--- config.mk ---
export PLATFORM = sky130hd
export DESIGN_NAME = cc_branch_unit
export DESIGN_NICKNAME = d
export VERILOG_FILES = /design/src/rtl/cc_branch_unit.sv
export SDC_FILE = /design/constraint.sdc
export NUM_CORES = 1
export LEC_CHECK = 0
export BUFFER_PORTS_ARGS = -buffer_cell sky130_fd_sc_hd__buf_2
export CAP_MARGIN = 15
export CORE_UTILIZATION = 49
export CTS_BUF_LIST = sky130_fd_sc_hd__clkbuf_2
export DETAILED_ROUTE_END_ITERATION = 12
export GPL_TIMING_DRIVEN = 1
export PLACE_DENSITY_LB_ADDON = 0.25
export SLEW_MARGIN = 20
export SYNTH_ARGS = -nofsm -noshare
export SYNTH_HDL_FRONTEND = slang
export SYNTH_SLANG_ARGS = --single-unit
--- constraint.sdc ---
create_clock -name clka -period 2.78 [get_ports clka]
set_clock_uncertainty 0.05 [all_clocks]
set_input_delay 0.139 -clock clka [delete_from_list [all_inputs] [get_ports clka]]
set_output_delay 0.139 -clock clka [all_outputs]
set_load 0.005 [all_outputs]
--- src/rtl/cc_branch_unit.sv ---
// Per-context condition-code tracker with branch resolution.
// Also counts taken branches, saturating at the counter maximum.
module cc_branch_unit #(
    parameter int unsigned DATA_W  = 16,
    parameter int unsigned NUM_CTX = 4,
    parameter int unsigned CTX_W   = 2,
    parameter int unsigned BYPASS  = 1,
    parameter int unsigned CNT_W   = 8
) (
    input  logic                   clka,
    input  logic                   reset_in,
    input  logic                   we_reg_in,
    input  logic [CTX_W-1:0]       wr_ctx_in,
    input  logic [DATA_W-1:0]      wr_data_in,
    input  logic                   flags_src_in,
    input  logic                   n_alu_in,
    input  logic                   z_alu_in,
    input  logic                   p_alu_in,
    input  logic                   br_in,
    input  logic [CTX_W-1:0]       br_ctx_in,
    input  logic                   n_dec_in,
    input  logic                   z_dec_in,
    input  logic                   p_dec_in,
    input  logic                   cnt_clr_in,
    output logic                   pc_ctl_0_out,
    output logic [CTX_W-1:0]       br_ctx_out,
    output logic [3*NUM_CTX-1:0]   state_out,
    output logic [CNT_W-1:0]       taken_cnt_out
);

    localparam int unsigned CC_W = 3;
    localparam int unsigned ST_W = CC_W * NUM_CTX;

    localparam logic [CC_W-1:0] CC_IDLE = 3'b000;
    localparam logic [CC_W-1:0] CC_N    = 3'b100;
    localparam logic [CC_W-1:0] CC_Z    = 3'b010;
    localparam logic [CC_W-1:0] CC_P    = 3'b001;

    localparam logic [CNT_W-1:0] CNT_MAX = '1;

    logic [ST_W-1:0]  state_q;
    logic [CC_W-1:0]  new_cc_c;
    logic             has_upd_c;
    logic             wr_ok_c;
    logic             br_ok_c;
    logic [CC_W-1:0]  stored_c;
    logic [CC_W-1:0]  cc_eff_c;
    logic             taken_c;

    // New flags from either the write-back value or the explicit ALU flags.
    always_comb begin
        new_cc_c  = CC_IDLE;
        has_upd_c = 1'b0;
        if (!flags_src_in) begin
            has_upd_c = 1'b1;
            if (wr_data_in[DATA_W-1]) begin
                new_cc_c = CC_N;
            end else if (wr_data_in == '0) begin
                new_cc_c = CC_Z;
            end else begin
                new_cc_c = CC_P;
            end
        end else if (n_alu_in) begin
            has_upd_c = 1'b1;
            new_cc_c  = CC_N;
        end else if (z_alu_in) begin
            has_upd_c = 1'b1;
            new_cc_c  = CC_Z;
        end else if (p_alu_in) begin
            has_upd_c = 1'b1;
            new_cc_c  = CC_P;
        end
    end

    assign wr_ok_c = we_reg_in && has_upd_c && (32'(wr_ctx_in) < NUM_CTX);
    assign br_ok_c = 32'(br_ctx_in) < NUM_CTX;

    // Stored state of the branch context; out-of-range contexts read as IDLE.
    always_comb begin
        stored_c = CC_IDLE;
        for (int k = 0; k < int'(NUM_CTX); k++) begin
            if (br_ctx_in == CTX_W'(k)) begin
                stored_c = state_q[CC_W*k +: CC_W];
            end
        end
    end

    always_comb begin
        cc_eff_c = stored_c;
        if ((BYPASS != 0) && wr_ok_c && (wr_ctx_in == br_ctx_in)) begin
            cc_eff_c = new_cc_c;
        end
    end

    assign taken_c = br_in && br_ok_c &&
                     (({n_dec_in, z_dec_in, p_dec_in} & cc_eff_c) != CC_IDLE);

    always_ff @(posedge clka) begin
        if (reset_in) begin
            state_q       <= '0;
            pc_ctl_0_out  <= 1'b0;
            br_ctx_out    <= '0;
            taken_cnt_out <= '0;
        end else begin
            if (wr_ok_c) begin
                for (int k = 0; k < int'(NUM_CTX); k++) begin
                    if (wr_ctx_in == CTX_W'(k)) begin
                        state_q[CC_W*k +: CC_W] <= new_cc_c;
                    end
                end
            end
            pc_ctl_0_out <= taken_c;
            if (taken_c) begin
                br_ctx_out <= br_ctx_in;
            end
            // Clear has priority over the taken increment.
            if (cnt_clr_in) begin
                taken_cnt_out <= '0;
            end else if (taken_c && (taken_cnt_out != CNT_MAX)) begin
                taken_cnt_out <= taken_cnt_out + CNT_W'(1);
            end
        end
    end

    assign state_out = state_q;

endmodule

== Yosys cells after proc, flatten, opt, wreduce, memory -nomap -nowiden ==
Cells that the tools add are included.
W data, S select, Z words.

* Add/subtract/negate cells: 1
* Multiply operators: 0
* Div/mod/pow operators: 0
* $lt $le $gt $ge: 0
* Eq/ne operators: 8
* Shifts and indexed selects: 0
* Multiplexer cells: 15
* Bitwise gates (word level): 1
* Reduce and logical (&&, ||, !) cells: 13

{| class="wikitable"
|+ Operator list
! cell !! count
|-
| $mux W3 || 8
|-
| $logic_not A16 Y1 || 1
|-
| $add A8 B1 Y8 const B || 1
|-
| $eq A2 B2 Y1 const B || 4
|-
| $ne A8 B8 Y1 const B || 1
|-
| $reduce_and A2 Y1 || 4
|-
| $mux W1 || 5
|-
| $eq A2 B1 Y1 const B || 2
|-
| $logic_and A1 B1 Y1 || 4
|-
| $logic_not A2 Y1 || 2
|-
| $mux W2 || 2
|-
| $and A3 B3 Y3 || 1
|-
| $reduce_bool A3 Y1 || 1
|-
| $eq A2 B2 Y1 || 1
|-
| $reduce_or A2 Y1 || 1
|}

* Bits in registers: 23
* Bits in latches: 0
* RAM bits: 0
* Memory bits (read-only): 0
* Input bits: 32
* Output and inout bits: 23
* Word-level logic and storage cells: 45
* Memories: 0

== Depth between registers and ports, before layout ==
* Depth in word-level cells: 11
* Mapped depth: 9
* Mapped depth without buffers: 8

== Worst setup path after synthesis ==
No wires, ideal clock.

* Path kind: input -> register
* From: in br_ctx_in[0]
* To: reg taken_cnt_out[6]
* Library setup time: 116 ps
* Arrival: 1,941 ps
* Required time: 2,614 ps
* Slack: 673 ps
* Cell stages on the path: 8
* Path buffers: 2
* Cell sequence: buf_2 xnor2_1 o2111ai_2 o32a_1 and3_4 buf_6 or4b_1 o211a_1

* Cells in the longest elaborated chain, start to end: 10
* Elaborated cells on any way between the ends: 15
* Classes of those cells: eq/ne: 4; mux: 5; bitwise: 1; reduce/logical: 5

{| class="wikitable"
|+ RTL lines
! element !! line !! text
|-
| start: declaration || 20 || <nowiki>input logic [CTX_W-1:0] br_ctx_in,</nowiki>
|-
| $logic_not A2 Y1 || 82 || <nowiki>if (br_ctx_in == CTX_W'(k)) begin</nowiki>
|-
| $mux W3 (4 in series) || 82 ||
|-
| $mux W3 (*) || 90 || <nowiki>if ((BYPASS != 0) && wr_ok_c && (wr_ctx_in == br_ctx_in)) begin</nowiki>
|-
| $and A3 B3 Y3 (*) || 96 || <nowiki>(({n_dec_in, z_dec_in, p_dec_in} & cc_eff_c) != CC_IDLE);</nowiki>
|-
| $reduce_bool A3 Y1 (*) || 96 ||
|-
| $logic_and A1 B1 Y1 (*) || 95 || <nowiki>assign taken_c = br_in && br_ok_c &&</nowiki>
|-
| $logic_and A1 B1 Y1 (*) || 119 || <nowiki>end else if (taken_c && (taken_cnt_out != CNT_MAX)) begin</nowiki>
|-
| end signal: assignment || 120 || <nowiki>taken_cnt_out <= taken_cnt_out + CNT_W'(1);</nowiki>
|-
| end: declaration || 28 || <nowiki>output logic [CNT_W-1:0] taken_cnt_out</nowiki>
|}

Every way passes the cells marked *; elsewhere a longest branch is shown, timed or not.
A chain may end at the register's enable or synchronous reset.

== Worst setup path after layout ==
* From: reg state_q[11] (netlist: state_out[11])
* To: reg taken_cnt_out[1]

* Cells in the longest elaborated chain, start to end: 6

{| class="wikitable"
|+ RTL lines
! element !! line !! text
|-
| start: declaration || 41 || <nowiki>logic [ST_W-1:0] state_q;</nowiki>
|-
| start signal: indexed assignment || 108 || <nowiki>state_q[CC_W*k +: CC_W] <= new_cc_c;</nowiki>
|-
| $mux W3 || 82 ||
|-
| $mux W3 || 90 ||
|-
| $and A3 B3 Y3 || 96 ||
|-
| $reduce_bool A3 Y1 || 96 ||
|-
| $logic_and A1 B1 Y1 || 95 ||
|-
| $logic_and A1 B1 Y1 || 119 ||
|}

Every way passes these cells.

==> results.sh <==
export IMPL_status="finished clean"
export IMPL_htreeDepth=1
export IMPL_track_usage_pct=23.9
export IMPL_synth_top_area_share_pct=36.0
export IMPL_cp_end_kind="register"
export IMPL_max_cap_violations=0
export IMPL_numClockSinks=23
export IMPL_viasPerCell=5.62
export IMPL_hold_ws_ns=0.0300
export IMPL_dieArea_um2=2820
export IMPL_rows=18
export IMPL_grt_max_degree=18
export IMPL_coreArea_um2=2480
export IMPL_cts_resized_gates=0
export IMPL_post_route_cells_drive_above_1_share_pct=38.2
export IMPL_final_cells=221
export IMPL_yosysTopAreaCell="dfxtp_1"
export IMPL_yosysWarnings=0
export IMPL_hold_depth=3
export IMPL_report_final_hold_viol_count=0
export IMPL_ys_flop_type="dfxtp_1"
export IMPL_totalPowerFinal_mw=0.580
export IMPL_worstPathRequired_ns=3.01
export IMPL_cp_start_kind="register"
export IMPL_holdPathEnd="taken_cnt_out[7]"
export IMPL_final_design_area_no_fill_um2=1570
export IMPL_final_common_cell="buf_2"
export IMPL_clockRootBuffer="clkbuf_2"
export IMPL_mostFrequentLayoutCells="buf_2 (54), dfxtp_1 (23), nor2_1 (21)"
export IMPL_avgSynthCellArea_um2=9.19
export IMPL_cts_hold_fix_buffers=0
export IMPL_vias=1242
export IMPL_worst_ep_arrival_time_ns=2.23
export IMPL_clock_latency_ns=0.32
export IMPL_worstHoldPathType="primary input to register"
export IMPL_antenna_found_initial=0
export IMPL_grt_pass1_wl_um=4910
export IMPL_leakagePower_nw=0.690
export IMPL_tns_ns=0
export IMPL_area_delta_synth_final_pct=23.2
export IMPL_overflow=0
export IMPL_drcViolationCount=0
export IMPL_fin_nets=225
export IMPL_drtIter0Drc=18
export IMPL_max_clock_freq_ghz=0.498
export IMPL_r2r_cells=6
export IMPL_post_cts_setup_buffers=0
export IMPL_synth_edf_count=0
export IMPL_ant_nets=0
export IMPL_period_share_pct=72.2
export IMPL_wl_per_cell_um=13.2
export IMPL_r2r_end="taken_cnt_out[1]"
export IMPL_crit_type="register to register"
export IMPL_n_antenna_cell=0
export IMPL_synth_seq_cells=23
export IMPL_path_clk_slew_ns=0.21
export IMPL_rsz0062_at_grt="false"
export IMPL_setup_viol_count_final=0
export IMPL_utilization_pct=63.5
export IMPL_tightest_slew_ns=0.627
export IMPL_slew_headroom_pct=58.1
export IMPL_netlist_instances=139
export IMPL_yosysSeqAreaShare_pct=36.0
export IMPL_rrSetupSlack_ns=0.77
export IMPL_setup_slack_ns=0.772
export IMPL_place_area_um2=1550
export IMPL_fin_crit_ns=2.01
export IMPL_synth_distinct_cells=46
export IMPL_synth_async_reset_ratio_pct=0
export IMPL_synthTopCellsByArea="dfxtp_1 (36%), mux2i_1 (7.8%), nor2_1 (6.2%)"
export IMPL_grt_pass1_vias=1109
export IMPL_die_x_um=53.1
export IMPL_synthesis_nets=172
export IMPL_numCtsBuffers=3
export IMPL_p_per_area_nw_per_um2=369
export IMPL_drtPass1Iterations=4
export IMPL_clockBufferDepth=2
export IMPL_io_buffers=54
export IMPL_vdd_drop_max_mv=0.276
export IMPL_routed_wl_um=2910
export IMPL_pre_cts_ws_ns=0.452
export IMPL_synth_area_um2=1280
export IMPL_hold_start="cnt_clr_in"
export IMPL_boundaryPins=55
export IMPL_dp_cells=217
export IMPL_maxSlewViolCount=0
export IMPL_dp_hpwl_um=2340
export IMPL_r2r_start="state_out[11]"
export IMPL_cp_max_fo=8
export IMPL_start_util_pct=51.6
export IMPL_gp_congestion=0.814
export IMPL_cts_tree="done"
export IMPL_dieHeight_um=53.1
-- power by group --
group	switching, mW	leakage (nW)	total [mW]	internal (mW)
logic	0.0556	0.488	0.106	0.0505
registers	0.00509	0.186	0.343	0.338
clock network	0.0929	0.0166	0.131	0.0381
total	0.154	0.690	0.580	0.427
-- flip-flops by register name, summed over array words and instances (netlist names) --
signal / count
pc_ctl_0_out: 1
br_ctx_out: 2
state_out: 12
taken_cnt_out: 8
-- cells by family after synthesis --
logic type / Yosys count / synth area share [%]
AOI/OAI and AO/OA: 29 / 17.2
xor gates and xnor gates: 2 / 1.37
adders and majority gates: 1 / 0.979
buffers and inverters: 11 / 3.92
DFF: 23 / 36.0
muxes: 16 / 15.8
and+or+nand+nor: 57 / 24.7
-- synth_stat cells (all sizes together) (2+ instances only) --
cell	number
a211oi	4
a21oi	6
a22oi	2
and3	5
buf	3
clkbuf	3
dfxtp	23
inv	5
mux2	3
mux2i	10
mux4	3
nand2	7
nand3	4
nor2	21
nor3	2
nor4	4
o21a	2
o21ai	4
o31ai	2
or2	2
or3	4
or4	2
xnor2	2
-- area by class of cell --
| type | count | area [um^2] |
|---|---|---|
| Timing Repair Buffer | 54 | 270 |
| Sequential cell | 23 | 460 |
| Clock buffer | 4 | 20.0 |
| Inverter | 5 | 18.8 |
| Fill cell | 228 | 903 |
| Tap cell | 30 | 37.5 |
| Multi-Input combinational cell | 105 | 767 |
-- worst max path at each step --
stage | from | endpoint | slack, ns | cells after the start
after global routing | state_out[11] | taken_cnt_out[1] | 0.60 | 6
after detailed placement | wr_data_in[15] | taken_cnt_out[6] | 0.45 | 8
after floorplan | br_ctx_in[0] | taken_cnt_out[6] | 0.67 | 8
after CTS | state_out[11] | taken_cnt_out[7] | 0.75 | 6
final | state_out[11] | taken_cnt_out[1] | 0.77 | 6
after global placement | wr_data_in[15] | taken_cnt_out[6] | 0.51 | 8
-- routing by layer --
| layer | global-route usage, % | share of wire, % | up-vias |
|---|---|---|---|
| met5 | 0 | 0 | - |
| met4 | 8.33 | 0.34 | 0 |
| met3 | 4.02 | 7.2 | 2 |
| met2 | 40.9 | 49 | 48 |
| met1 | 29.9 | 43 | 572 |
| li1 | - | - | 620 |
-- worst max-delay path: stages (launching register included) --
cell,delay (ns)
dfxtp_1,0.36
mux4_2,0.48
mux2_2,0.28
a22oi_1,0.24
a31o_2,0.30
o21ai_0,0.12
a21oi_1,0.14
Note: power is estimated with default switching activity, not from simulation.
